## config.mk

```make
export PLATFORM = sky130hd
export DESIGN_NAME = fetch_stage
export DESIGN_NICKNAME = d
export VERILOG_FILES = /design/src/rtl/fetch_stage_pkg.sv /design/src/rtl/fetch_stage_if_id_reg.sv /design/src/rtl/fetch_stage.sv
export SDC_FILE = /design/constraint.sdc
export NUM_CORES = 1
export LEC_CHECK = 0
export ABC_AREA = 1
export BUFFER_PORTS_ARGS = -buffer_cell sky130_fd_sc_hd__buf_2
export CORE_UTILIZATION = 35
export DETAILED_ROUTE_END_ITERATION = 6
export GPL_ROUTABILITY_DRIVEN = 1
export PLACE_DENSITY = 0.64
export SYNTH_ARGS = -nofsm -noshare
export SYNTH_HDL_FRONTEND = slang
export SYNTH_HIERARCHICAL = 1
export SYNTH_SLANG_ARGS = --single-unit
```

## constraint.sdc

```tcl
create_clock -name clock -period 2.6 [get_ports clock]
set_input_delay 0.39 -clock clock [delete_from_list [all_inputs] [get_ports clock]]
set_output_delay 0.39 -clock clock [all_outputs]
set_load 0.05 [all_outputs]
```

## src/rtl/fetch_stage_pkg.sv

```systemverilog
// -----------------------------------------------------------------------------
// fetch_stage_pkg
//   Shared MIPS definitions for the instruction fetch stage: the NOP
//   encoding, the default reset PC, the fetch FSM state encoding and a
//   small word-alignment helper.
// -----------------------------------------------------------------------------
package fetch_stage_pkg;

    // sll $0,$0,0 -- the canonical MIPS NOP
    localparam logic [31:0] NOP_INSTR        = 32'h0000_0000;
    localparam logic [31:0] DEFAULT_RESET_PC = 32'h0000_0000;
    localparam logic [31:0] PC_STEP          = 32'd4;

    typedef enum logic [1:0] {
        ST_REQ     = 2'b00,  // requesting the word at pc
        ST_HOLD    = 2'b01,  // acked word parked while downstream stalls
        ST_SUSPEND = 2'b10   // instruction RAM being loaded
    } fetch_state_t;

    // Force an address onto a 32-bit word boundary.
    function automatic logic [31:0] word_align(input logic [31:0] addr);
        return {addr[31:2], 2'b00};
    endfunction

endpackage

```

## src/rtl/fetch_stage_if_id_reg.sv

```systemverilog
// -----------------------------------------------------------------------------
// if_id_reg
//   IF/ID pipeline register with hold and flush.
//   Priority: reset > flush > load > hold.
//
//   clock        in   rising-edge clock
//   reset        in   synchronous active-high reset, clears everything
//   flush        in   insert a bubble (valid=0, instr=NOP)
//   load         in   capture load_instr / load_pc as a valid instruction
//   load_instr   in   instruction word to capture
//   load_pc      in   address of load_instr
//   if_valid     out  register holds a real instruction
//   if_instr     out  instruction (NOP when not valid)
//   if_pc        out  address of if_instr
//   if_pc_plus4  out  if_pc + 4
// -----------------------------------------------------------------------------
module if_id_reg
    import fetch_stage_pkg::*;
(
    input  logic        clock,
    input  logic        reset,
    input  logic        flush,
    input  logic        load,
    input  logic [31:0] load_instr,
    input  logic [31:0] load_pc,
    output logic        if_valid,
    output logic [31:0] if_instr,
    output logic [31:0] if_pc,
    output logic [31:0] if_pc_plus4
);

    // NOTE: sequential state uses non-blocking assignments so every register
    // samples pre-edge values, independent of statement order.
    always_ff @(posedge clock) begin
        if (reset) begin
            if_valid    <= 1'b0;
            if_instr    <= NOP_INSTR;
            if_pc       <= 32'h0;
            if_pc_plus4 <= 32'h0;
        end else if (flush) begin
            // The pc fields are left as-is; only valid/instr define a bubble.
            if_valid <= 1'b0;
            if_instr <= NOP_INSTR;
        end else if (load) begin
            if_valid    <= 1'b1;
            if_instr    <= load_instr;
            if_pc       <= load_pc;
            if_pc_plus4 <= load_pc + PC_STEP;  // wraps modulo 2^32
        end
    end

endmodule

```

## src/rtl/fetch_stage.sv

```systemverilog
// -----------------------------------------------------------------------------
// fetch_stage
//   MIPS instruction fetch: owns the PC, the REQ/HOLD/SUSPEND FSM and a
//   one-entry holding buffer for a word acked while downstream stalls.
//   The IF/ID register itself lives in if_id_reg.
//
//   clock           in   rising-edge clock
//   reset           in   synchronous active-high reset
//   fetch_ram_load  in   instruction RAM load in progress; fetch suspended
//   stall           in   downstream hazard; IF/ID held
//   branch_taken    in   redirect request from decode
//   branch_target   in   redirect address (low two bits ignored)
//   imem_req        out  instruction read request
//   imem_addr       out  word-aligned read address (= pc)
//   imem_ack        in   imem_rdata valid for imem_addr this cycle
//   imem_rdata      in   instruction word
//   if_valid        out  IF/ID holds a real instruction
//   if_instr        out  IF/ID instruction (NOP when invalid)
//   if_pc           out  address of if_instr
//   if_pc_plus4     out  if_pc + 4
// -----------------------------------------------------------------------------
module fetch_stage
    import fetch_stage_pkg::*;
#(
    parameter logic [31:0] RESET_PC = DEFAULT_RESET_PC
) (
    input  logic        clock,
    input  logic        reset,
    input  logic        fetch_ram_load,
    input  logic        stall,
    input  logic        branch_taken,
    input  logic [31:0] branch_target,
    output logic        imem_req,
    output logic [31:0] imem_addr,
    input  logic        imem_ack,
    input  logic [31:0] imem_rdata,
    output logic        if_valid,
    output logic [31:0] if_instr,
    output logic [31:0] if_pc,
    output logic [31:0] if_pc_plus4
);

    fetch_state_t state;
    logic [31:0]  pc;
    logic [31:0]  hold_instr;
    logic [31:0]  hold_pc;

    logic         ack_taken;
    logic         id_load;
    logic         id_flush;
    logic [31:0]  id_instr;
    logic [31:0]  id_pc;

    // imem_req is combinational so it drops in the very cycle reset or a
    // RAM load arrives, not one cycle later.
    assign imem_req  = (state == ST_REQ) && !reset && !fetch_ram_load;
    assign imem_addr = pc;

    // An ack only counts while a request is actually outstanding.
    assign ack_taken = imem_ack && imem_req;

    // IF/ID control. Reset is applied inside if_id_reg with top priority.
    // NOTE: every signal driven here gets a default first so no path leaves
    // it unassigned, which would otherwise infer a latch.
    always_comb begin
        id_load  = 1'b0;
        id_flush = 1'b0;
        id_instr = hold_instr;
        id_pc    = hold_pc;
        if (fetch_ram_load) begin
            id_flush = 1'b1;
        end else begin
            unique case (state)
                ST_REQ: begin
                    if (branch_taken) begin
                        id_flush = 1'b1;
                    end else if (!stall) begin
                        if (ack_taken) begin
                            id_load  = 1'b1;
                            id_instr = imem_rdata;
                            id_pc    = pc;
                        end else begin
                            id_flush = 1'b1;  // no word this cycle: bubble
                        end
                    end
                end
                ST_HOLD: begin
                    if (branch_taken) begin
                        id_flush = 1'b1;
                    end else if (!stall) begin
                        id_load = 1'b1;  // drain the holding buffer
                    end
                end
                default: begin
                    id_flush = 1'b1;  // SUSPEND never presents a word
                end
            endcase
        end
    end

    // PC, FSM and holding buffer.
    always_ff @(posedge clock) begin
        if (reset) begin
            state <= ST_REQ;
            pc    <= RESET_PC;
            // NOTE: the holding buffer is a pair of plain registers, not a
            // RAM, so clearing it on reset is cheap and keeps outputs defined.
            hold_instr <= NOP_INSTR;
            hold_pc    <= 32'h0;
        end else if (fetch_ram_load) begin
            state <= ST_SUSPEND;
        end else begin
            unique case (state)
                ST_REQ: begin
                    if (branch_taken) begin
                        pc <= word_align(branch_target);
                    end else if (ack_taken) begin
                        pc <= pc + PC_STEP;  // wraps modulo 2^32
                        if (stall) begin
                            hold_instr <= imem_rdata;
                            hold_pc    <= pc;
                            state      <= ST_HOLD;
                        end
                    end
                end
                ST_HOLD: begin
                    // pc already points past the held word.
                    if (branch_taken) begin
                        pc    <= word_align(branch_target);
                        state <= ST_REQ;
                    end else if (!stall) begin
                        state <= ST_REQ;
                    end
                end
                default: begin
                    // Reaching here means fetch_ram_load is already low.
                    pc    <= RESET_PC;
                    state <= ST_REQ;
                end
            endcase
        end
    end

    if_id_reg u_if_id_reg (
        .clock       (clock),
        .reset       (reset),
        .flush       (id_flush),
        .load        (id_load),
        .load_instr  (id_instr),
        .load_pc     (id_pc),
        .if_valid    (if_valid),
        .if_instr    (if_instr),
        .if_pc       (if_pc),
        .if_pc_plus4 (if_pc_plus4)
    );

endmodule

```

# ---- After elaboration in Yosys (flattened, before gate mapping)
# Index checks and enable logic that the tools add are counted.
dict set report op_classes {
  n_bitwise 3
  addsub 2
  n_reduce_logical 13
  eq_ne 11
  n_mux 34
}
# cell n
set op_table {}
lappend op_table {{two-way mux 32 bit} 13}
lappend op_table {{adder 32 x 3 -> 32 bit, second input constant} 2}
lappend op_table {{case mux 32 bit (2 select lines)} 1}
lappend op_table {{!= test 3 bit, second input constant} 5}
lappend op_table {{two-way mux 2 bit} 6}
lappend op_table {{two-way mux 1 bit} 11}
lappend op_table {{!= test 2 bit, second input constant} 4}
lappend op_table {{AND reduction 4 bit} 2}
lappend op_table {{AND reduction 5 bit} 1}
lappend op_table {{!= test 4 bit, second input constant} 1}
lappend op_table {{case mux 1 bit (2 select lines)} 2}
lappend op_table {{case mux 2 bit (2 select lines)} 1}
lappend op_table {{OR reduction 2 bit} 2}
lappend op_table {{logical AND 1 bit} 3}
lappend op_table {{inverter 1 bit} 3}
lappend op_table {{AND reduction 3 bit} 1}
lappend op_table {{equality test 2 x 1 -> 1 bit, second input constant} 1}
lappend op_table {{logical NOT 1 bit} 2}
lappend op_table {{logical NOT 2 bit} 1}
lappend op_table {{AND reduction 2 bit} 1}
dict set report totals {
  elab_cells 72
  out_inout_bits 130
  reg_bits 195
}

# ---- Depth between registers and ports, before layout
# Gate-level depths: netlist of run 1.
dict set report depth {
  word_depth 11
  ltp_mapped 18
}

# ---- Modules after synthesis
# Netlist of run 1, hierarchy kept.
# module instances area_per_inst_um2 cells_per_inst
set by_module_without_submodules {}
lappend by_module_without_submodules {fetch_stage 1 5027.3 766}
lappend by_module_without_submodules {if_id_reg 1 4199.0 624}

# ---- Least setup slack after synthesis of run 1
# Ideal clock, no wire load.
dict set report synth_path {
  path_type {input port to flip-flop}
  from {input reset}
  to {register u_if_id_reg.if_pc_plus4[22]}
  t_arrival_ps 2452
  path_slack_ps 39
  n_path_buf 3
  setup_ps 109
  cell_stages 18
  path_cell_list {buf_2 nor2_4 nand3_4 nor3_4 buf_4 buf_4 nand2_1 o21ai_1 ha_1 nand2_1 nor2_2 nand2_2 nor2_2 nand2_1 nand2_1 nand3_1 nand2_1 inv_1}
}
# element line_no
set synth_lines {}
lappend synth_lines {{start: declaration} fetch_stage.sv:28} ;# input logic reset,
lappend synth_lines {{logical NOT 1 bit} fetch_stage.sv:56} ;# assign imem_req = (state == ST_REQ) && !reset && !fetch_ram_load;
lappend synth_lines {{logical AND 1 bit (2 in series)} fetch_stage.sv:56}
lappend synth_lines {{logical AND 1 bit} fetch_stage.sv:60} ;# assign ack_taken = imem_ack && imem_req;
lappend synth_lines {{two-way mux 32 bit} fetch_stage.sv:78} ;# if (ack_taken) begin
lappend synth_lines {{two-way mux 32 bit} fetch_stage.sv:77} ;# end else if (!stall) begin
lappend synth_lines {{two-way mux 32 bit} fetch_stage.sv:75} ;# if (branch_taken) begin
lappend synth_lines {{two-way mux 32 bit} fetch_stage.sv:73} ;# unique case (state)
lappend synth_lines {{two-way mux 32 bit} fetch_stage.sv:70} ;# if (fetch_ram_load) begin
lappend synth_lines {{net id_pc[3]} fetch_stage.sv:52} ;# logic [31:0] id_pc;
lappend synth_lines {{adder 32 x 3 -> 32 bit} fetch_stage_if_id_reg.sv:48} ;# if_pc_plus4 <= load_pc + PC_STEP;
lappend synth_lines {{end signal: assignment} fetch_stage_if_id_reg.sv:48}
lappend synth_lines {{end: declaration} fetch_stage_if_id_reg.sv:29} ;# output logic [31:0] if_pc_plus4
# The timed path passes the listed nets, and every way through them passes these cells.
# A chain may end at the register's enable or synchronous reset.

# ---- Final worst setup path of run 1
dict set report layout_path {
  from {register state[0]}
  to {register u_if_id_reg.if_pc_plus4[21]}
}
# element line_no
set layout_lines {}
lappend layout_lines {{start: declaration} fetch_stage.sv:43} ;# fetch_state_t state;
lappend layout_lines {{start signal: assignment} fetch_stage.sv:104} ;# state <= ST_REQ;
lappend layout_lines {{start signal: assignment} fetch_stage.sv:111} ;# state <= ST_SUSPEND;
lappend layout_lines {{start signal: assignment} fetch_stage.sv:122} ;# state <= ST_HOLD;
lappend layout_lines {{logical NOT 2 bit (*)} {fetch_stage.sv:56, fetch_stage.sv:73}}
lappend layout_lines {{logical AND 1 bit (2 in series)} fetch_stage.sv:56}
lappend layout_lines {{logical AND 1 bit} fetch_stage.sv:60}
lappend layout_lines {{two-way mux 32 bit} fetch_stage.sv:78}
lappend layout_lines {{two-way mux 32 bit} fetch_stage.sv:77}
lappend layout_lines {{two-way mux 32 bit} fetch_stage.sv:75}
lappend layout_lines {{two-way mux 32 bit (*)} fetch_stage.sv:73}
lappend layout_lines {{two-way mux 32 bit (*)} fetch_stage.sv:70}
lappend layout_lines {{net id_pc[10]} fetch_stage.sv:52}
lappend layout_lines {{adder 32 x 3 -> 32 bit (*)} fetch_stage_if_id_reg.sv:48}
# The timed path passes the listed nets; every way through them passes the cells marked *.

==> results of run 1 <==
where the power goes:
group | total (mW) | internal, mW | switching (mW) | leakage [nW]
Sequential | 2.99 | 2.94 | 0.0518 | 1.53
Clock | 2.56 | 1.26 | 1.30 | 0.258
Combinational | 0.605 | 0.183 | 0.422 | 3.28
what timing repair did:
item                                    CTS  global route
setup buffers                             0             9
cloned                                    0             3
pin swaps                                 0            11
endpoints found under the setup margin    6            21
resized for setup                         1            58
tightest hold or removal path, delay by kind of cell:
kind            cells  cell delay [ps]
buf+inv             1              100
simple gates        1               50
compound gates      1               50
registers in the layout, indices dropped and copies added (netlist names):
signal and flops:
state 2, imem_addr 30, u_if_id_reg/if_pc 32, u_if_id_reg/if_valid 1
hold_pc 30, u_if_id_reg/if_instr 32, hold_instr 32, u_if_id_reg/if_pc_plus4 30
routing by layer:
layer / vias to the layer above / share of wire / GRT usage
li1: 4940 / - / -
met1: 4444 / 0.45 / 0.255
met2: 261 / 0.48 / 0.346
met3: 40 / 0.046 / 0.0348
met4: 2 / 0.020 / 0.0690
met5: - / 0.00053 / 0
cell families (layout without fill, tap and decap cells):
family | after synthesis | after routing
flops | 189 | 189
xor+xnor | 4 | 4
buf+inv | 224 | 459
compound gates | 368 | 368
other cells | 1 | 4
simple gates | 602 | 602
fa+ha+maj | 2 | 2
final timing paths:
path	start	endpoint	cells after the start
setup reg to reg	state[0]$_SDFFE_PP0P_	u_if_id_reg/if_pc_plus4[21]$_SDFFE_PP0P_	16
hold / removal	branch_target[15]	imem_addr[15]$_SDFFE_PP0P_	3
hold reg to reg	hold_instr[21]$_SDFFE_PP0P_	hold_instr[21]$_SDFFE_PP0P_	2
setup / recovery	state[0]$_SDFFE_PP0P_	u_if_id_reg/if_pc_plus4[21]$_SDFFE_PP0P_	16
area by class of cell:
type | instances | area [um^2]
sequential | 189 | 3790
inverter | 142 | 541
clock inverter | 15 | 133
timing repair buffer | 285 | 1760
clock buffer | 17 | 425
tap | 335 | 419
fill | 2746 | 14300
multi-input combinational | 980 | 4660
per-stage QoR:
stage                     instances  instance area (um^2)   util  setup WS, ps  TNS (ps)
after floorplan                1393                  9240      -          38.9         0
after global placement         1919                 10800  0.416          -149     -1340
after detailed placement       1919                 10800  0.416          -162     -1870
after CTS                      1951                 11400  0.438          44.4         0
after global routing           1963                 11700  0.451         -42.6      -347
final                          1963                 11700  0.451          75.6         0
cells in the final DEF (no fill, tap or decap), types with 6 or more instances in the layout:
cell                         instances
sky130_fd_sc_hd__a211oi_1           10
sky130_fd_sc_hd__nor2_1            146
sky130_fd_sc_hd__a21oi_1           179
sky130_fd_sc_hd__nand2_2             6
sky130_fd_sc_hd__nor2_4             14
sky130_fd_sc_hd__inv_1             135
sky130_fd_sc_hd__clkinvlp_4          6
sky130_fd_sc_hd__o211ai_1            6
sky130_fd_sc_hd__nor2_2             20
sky130_fd_sc_hd__buf_2             195
sky130_fd_sc_hd__a21oi_2            12
sky130_fd_sc_hd__nand2_1           321
sky130_fd_sc_hd__o21ai_0           143
sky130_fd_sc_hd__buf_4              81
sky130_fd_sc_hd__nor3_1             16
sky130_fd_sc_hd__dfxtp_1           188
sky130_fd_sc_hd__clkbuf_16          20
sky130_fd_sc_hd__nand3_1            68
==> results by group, run 1 <==
Floorplanning
  – Die Area: about 27,000 um^2
  – Standard-cell row count: 59
  – I/O pin cnt: 200
  – Initial core utilization: 0.355
  – Horizontal extent of the die: between 150 and 200 um
  – Core area: 26,000 um^2
  – Chip Height: approximately 160 um

Min path
  – Hold Crit Class: in2reg

Power
  – Leak: 5.06 nW
  – Post-layout total power: between 6 and 7 mW
  – Power per unit of standard cell area: 525 nW/um^2
  – Worst IR drop on VDD: 0.425 mV

GRT
  – Vias in the first global route: 8,438
  – First-pass GRT wire length: 43,000 um
  – Total global-route track usage: 0.203
  – Remaining Overflow, GRT: 0
  – Initial antenna violation count: 1
  – Maximum number of pins on one net before global-route repair: 73

Routing
  – Routed wire length: 28,200 um
  – Average wire length per cell after detail routing: 14.3 um
  – DR vias/cell: 4.93
  – Starting DRT DRC Count: 700
  – Remaining number of nets flagged by the antenna check after routing: 0
  – Drt first pass iters: 5
  – DRC Markers: 0
  – Vias after detailed routing: 9,687

Logic synthesis
  – Most common cell in the synthesized netlist: sky130_fd_sc_hd__nand2_1
  – Top-area cell type share of the netlist area: 0.410
  – Post-synthesis register bit count: 189
  – Simple-Gate Fraction of Synth Area: 0.271
  – Share of flip-flops with an asynchronous set or reset after synthesis: 0
  – Library cells used by synthesis: 35
  – Cell count after synthesis: approximately 1,400
  – Share of cell area taken by muxes after synthesis: 0
  – Compound-Gate Fraction of Synth Area: 0.207
  – Xor and xnor area share after synthesis: 0.00380
  – Dominant register cell in the synthesized netlist: sky130_fd_sc_hd__dfxtp_1
  – Library cell with the largest summed area after synthesis: sky130_fd_sc_hd__dfxtp_1
  – Synthesized area per cell: 6.64 um^2
  – Number of warnings reported in the yosys synthesis log: 6
  – Cell types with the largest area share after synthesis: sky130_fd_sc_hd__dfxtp_1 (41%), sky130_fd_sc_hd__nand2_1 (13%), sky130_fd_sc_hd__a21oi_1 (10%), sky130_fd_sc_hd__o21ai_0 (7.8%), sky130_fd_sc_hd__nor2_1 (6.7%)
  – EDFF count, synth: 0
  – Sequential-to-total area share from yosys stat: 0.410
  – Adder-Cell Fraction of Synth Area: 0.00271
  – Ranking of synthesized cells by instance count: sky130_fd_sc_hd__nand2_1 (326), sky130_fd_sc_hd__a21oi_1 (191), sky130_fd_sc_hd__dfxtp_1 (189)
  – Combinational family with the most area after synthesis: simple AND/OR/NAND/NOR gates
  – Post-synthesis instance area: between 9000 and 10,000 um^2

Timing
  – Ratio of final minimum period to clock period: 0.971
  – Slew at the pin with the worst max-slew slack: 1020 ps
  – Minimum period implied by the final worst setup slack: 2520 ps
  – Max Freq: 0.396 GHz
  – Total count of max-transition violations in the final report: 0
  – Worst slack on hold paths: 203 ps
  – Worst slew margin relative to its limit: 0.320
  – Hold Fails Final Rpt: 0
  – Unrepaired setup endpoints after global routing: true
  – Final setup violation count: 0
  – Setup clock skew after layout: 13.1 ps

Placed design
  – Port buffer count: 195
  – Global placer's final weighted congestion: approximately 0.91
  – DP Wirelength: slightly below 20,000 um

Final layout
  – Signed area change from the synthesized netlist to the final layout: 27.1%
  – Fraction of layout instances using a drive strength above 1: 0.237
  – Final antenna diode count: 0
  – Final-stage net count: 1,687

CTS
  – Depth of the CTS H-tree: 4
  – Clock sink count: 189
  – Cts hold-fix bufs: 0
  – Maximum clock insertion buffer count: 2
  – Insertion delay to the later sink of the worst-skew pair: approximately 430 ps
  – Root buffer selected by CTS: sky130_fd_sc_hd__clkbuf_16
  – Cts bufs inserted: 17
  – TritonCTS clock tree: built
  – Clock-pin slew on the worst setup and hold paths: 80 ps

Critical path
  – Crit-path max cell delay: between 300 and 400 ps
  – Most prevalent standard cell on the critical path: sky130_fd_sc_hd__nor2_1
  – List of cells traversed by the critical path: nor2_4, nand3_4, nor3_4, buf_6, buf_6, clkbuf_16, nor2_1, a21oi_1, buf_4, nand2_1, nor2_1, nand2_1, nor2_4, a21oi_1, nor2_1, nor2_1
  – Endpoint arrival time on the critical path: ~2800 ps
  – Crit Path Max Fanout: 6
  – Worst Setup Path Type: reg2reg
  – Sort of element at the end of the critical path: register
  – FF-to-FF setup slack: around 76 ps
  – Worst setup SP type: register
  – Required time of the worst setup path: roughly 2900 ps
  – Slowest cell on the critical path: sky130_fd_sc_hd__dfxtp_4
  – Crit path buf inv count: 4
  – CP top delay family: simple AND/OR/NAND/NOR gates

Flow run
  – Max-cap violations: 0

Status
  – Run status: complete, no violations
Power figures use the tool's default switching activity.
==> run 2: changes to the inputs <==
--- a/config.mk
+++ b/config.mk
@@ -6,7 +6,8 @@
 export NUM_CORES = 1
 export LEC_CHECK = 0
 export ABC_AREA = 1
-export BUFFER_PORTS_ARGS = -buffer_cell sky130_fd_sc_hd__buf_2
+export ABC_CLOCK_PERIOD_IN_PS = 2600
+export BUFFER_PORTS_ARGS = -buffer_cell sky130_fd_sc_hd__buf_4
 export CORE_UTILIZATION = 35
 export DETAILED_ROUTE_END_ITERATION = 6
 export GPL_ROUTABILITY_DRIVEN = 1
==> run 2 against run 1 <==
Against the previous run: die area did not move; flip-flop and latch count did not move; setup slack improved by 82 ps; highest routed layer is now met4; wire length fell by 1.8%; non-clock buffer count fell by 8; critical path type unchanged.
==> results by group, run 2 (same netlist as run 1, synthesis figures left out) <==
Power
  – Post-layout total power: 6.26 mW
  – Worst IR drop on VDD: 0.391 mV
  – Power per unit of standard cell area: between 500 and 600 nW/um^2
  – Leak: slightly above 5 nW

GRT
  – Total global-route track usage: 0.203
  – First-pass GRT wire length: 43,200 um
  – Remaining Overflow, GRT: 0
  – Vias in the first global route: around 8,400
  – Initial antenna violation count: 0
  – Maximum number of pins on one net before global-route repair: just under 90

Timing
  – Setup clock skew after layout: 10.7 ps
  – Hold Fails Final Rpt: 0
  – Slew at the pin with the worst max-slew slack: 1020 ps
  – Max Freq: 0.409 GHz
  – Minimum period implied by the final worst setup slack: around 2400 ps
  – Total count of max-transition violations in the final report: 0
  – Ratio of final minimum period to clock period: 0.939
  – Worst slew margin relative to its limit: 0.318
  – Final worst-path setup slack: around 160 ps
  – Worst slack on hold paths: ~220 ps
  – Final setup violation count: 0

Placed design
  – DP Wirelength: approximately 20,000 um
  – Port buffer count: 195
  – Global placer's final weighted congestion: 0.879
  – Worst slack at placement: -23.3 ps
  – DP Cell Count: 1,923

Final layout
  – Fraction of layout instances using a drive strength above 1: 0.217
  – Biggest registers after layout: hold_instr (32), u_if_id_reg/if_instr (32), u_if_id_reg/if_pc (32)
  – Final-stage net count: 1,679
  – Final antenna diode count: 0
  – Final design utilization: 0.461
  – Highest-count cells in the layout ignoring fill and taps: sky130_fd_sc_hd__nand2_1 (325), sky130_fd_sc_hd__buf_4 (274), sky130_fd_sc_hd__dfxtp_1 (189)
  – Signed area change from the synthesized netlist to the final layout: 29.8%
  – Final cell count without fillers: 1,955
  – Most common cell after layout, fill and taps aside: sky130_fd_sc_hd__nand2_1

Critical path
  – Startpoint of the worst register-to-register path: state[1]$_SDFFE_PP0P_
  – R2r worst-path depth: 14
  – Crit Path Max Fanout: 25
  – Worst Setup Path Type: reg2reg
  – FF-to-FF setup slack: around 160 ps
  – Critical path capture point: u_if_id_reg/if_pc_plus4[21]$_SDFFE_PP0P_
  – Launch point of the critical path: state[1]$_SDFFE_PP0P_
  – Sort of element at the end of the critical path: register
  – Required time of the worst setup path: 2910 ps
  – Worst setup SP type: register
  – Crit Reg-Reg Endpoint: u_if_id_reg/if_pc_plus4[21]$_SDFFE_PP0P_
  – Endpoint arrival time on the critical path: 2750 ps

CTS
  – Cts hold-fix bufs: 0
  – # resized after CTS: 0
  – Root buffer selected by CTS: sky130_fd_sc_hd__clkbuf_16
  – Insertion delay to the later sink of the worst-skew pair: 440 ps
  – TritonCTS clock tree: built
  – Clock-pin slew on the worst setup and hold paths: 80 ps
  – Post-CTS Setup Repair Bufs: 0
  – Cts bufs inserted: 17
  – Depth of the CTS H-tree: 4
  – Maximum clock insertion buffer count: 2
  – Clock sink count: 189

Routing
  – Vias after detailed routing: between 9,000 and 10,000
  – Routed wire length: 27,600 um
  – DR vias/cell: 4.85
  – DRC Markers: 0
  – Remaining number of nets flagged by the antenna check after routing: 0
  – Starting DRT DRC Count: 712
  – Average wire length per cell after detail routing: 14.1 um
  – Drt first pass iters: 7

Floorplanning
  – I/O pin cnt: 200
  – Horizontal extent of the die: 164 um
  – Standard-cell row count: 59
  – Die Area: 27,000 um^2
  – Initial core utilization: 0.355
  – Chip Height: 164 um
  – Core area: 26,000 um^2

Flow run
  – Max-cap violations: 0

Min path
  – Hold Crit Class: in2reg
  – Hold depth: 3

Status
  – Run status: complete, no violations
==> run 2: cell count changes in the layout (fill, tap and decap cells not counted), moves of 3 or more <==
cell	delta
sky130_fd_sc_hd__a21oi_1	+7
sky130_fd_sc_hd__a21oi_2	-7
sky130_fd_sc_hd__buf_2	-195
sky130_fd_sc_hd__buf_4	+193
sky130_fd_sc_hd__buf_6	-3
sky130_fd_sc_hd__clkbuf_16	-3
sky130_fd_sc_hd__clkinv_4	+5
sky130_fd_sc_hd__clkinvlp_4	-6
sky130_fd_sc_hd__nand2_1	+4
sky130_fd_sc_hd__nor2_1	+11
sky130_fd_sc_hd__nor2_2	-3
sky130_fd_sc_hd__nor2_4	-8
==> run 2: worst min path at each step <==
stage                                     start                           to  slack [ps]
floorplan            hold_instr[0]$_SDFFE_PP0P_   hold_instr[0]$_SDFFE_PP0P_         420
global placement     hold_instr[7]$_SDFFE_PP0P_   hold_instr[7]$_SDFFE_PP0P_         430
detailed placement  hold_instr[17]$_SDFFE_PP0P_  hold_instr[17]$_SDFFE_PP0P_         440
CTS                           branch_target[15]   imem_addr[15]$_SDFFE_PP0P_         210
global route                  branch_target[20]   imem_addr[20]$_SDFFE_PP0P_         210
finish                        branch_target[15]   imem_addr[15]$_SDFFE_PP0P_         220
==> run 2: cell type report <==
| type | count | area [um^2] |
|---|---|---|
| fill | 2683 | 14000 |
| multi-input combinational | 980 | 4540 |
| sequential | 189 | 3780 |
| timing repair buffer | 277 | 2120 |
| inverter | 142 | 538 |
| clock buffer | 17 | 425 |
| tap | 335 | 419 |
| clock inverter | 15 | 153 |
==> run 2: worst max-delay path, stage by stage (launching register included) <==
cell	delay (ps)
sky130_fd_sc_hd__dfxtp_1	350
sky130_fd_sc_hd__nor2_4	170
sky130_fd_sc_hd__nand3_4	90
sky130_fd_sc_hd__nor3_4	230
sky130_fd_sc_hd__buf_12	210
sky130_fd_sc_hd__buf_4	160
sky130_fd_sc_hd__nor2_1	50
sky130_fd_sc_hd__a21oi_2	170
sky130_fd_sc_hd__nand2_1	140
sky130_fd_sc_hd__nor2_2	160
sky130_fd_sc_hd__nand2_1	130
sky130_fd_sc_hd__nor2_4	180
sky130_fd_sc_hd__a21oi_1	90
sky130_fd_sc_hd__nor2_1	120
sky130_fd_sc_hd__nor2_1	50
==> run 2: where the power goes <==
| part | switching [mW] | internal (mW) | total [mW] |
|---|---|---|---|
| registers | 0.0579 | 2.94 | 3.00 |
| clock network | 1.26 | 1.36 | 2.62 |
| logic | 0.413 | 0.224 | 0.637 |
==> run 2: per-stage QoR <==
stage	area, um^2	TNS (ps)
finish	12000	0
detailed placement	11300	-43.7
global placement	11300	0
global route	12000	-0.0500
floorplan	9240	0
CTS	11900	0
==> run 2: routing by layer <==
layer	global-route usage	vias up	wire length [um]
met1	0.261	4324	12600
met3	0.0346	19	1270
met2	0.352	227	13500
li1	-	4913	-
met4	0.0446	0	300
met5	0	-	0
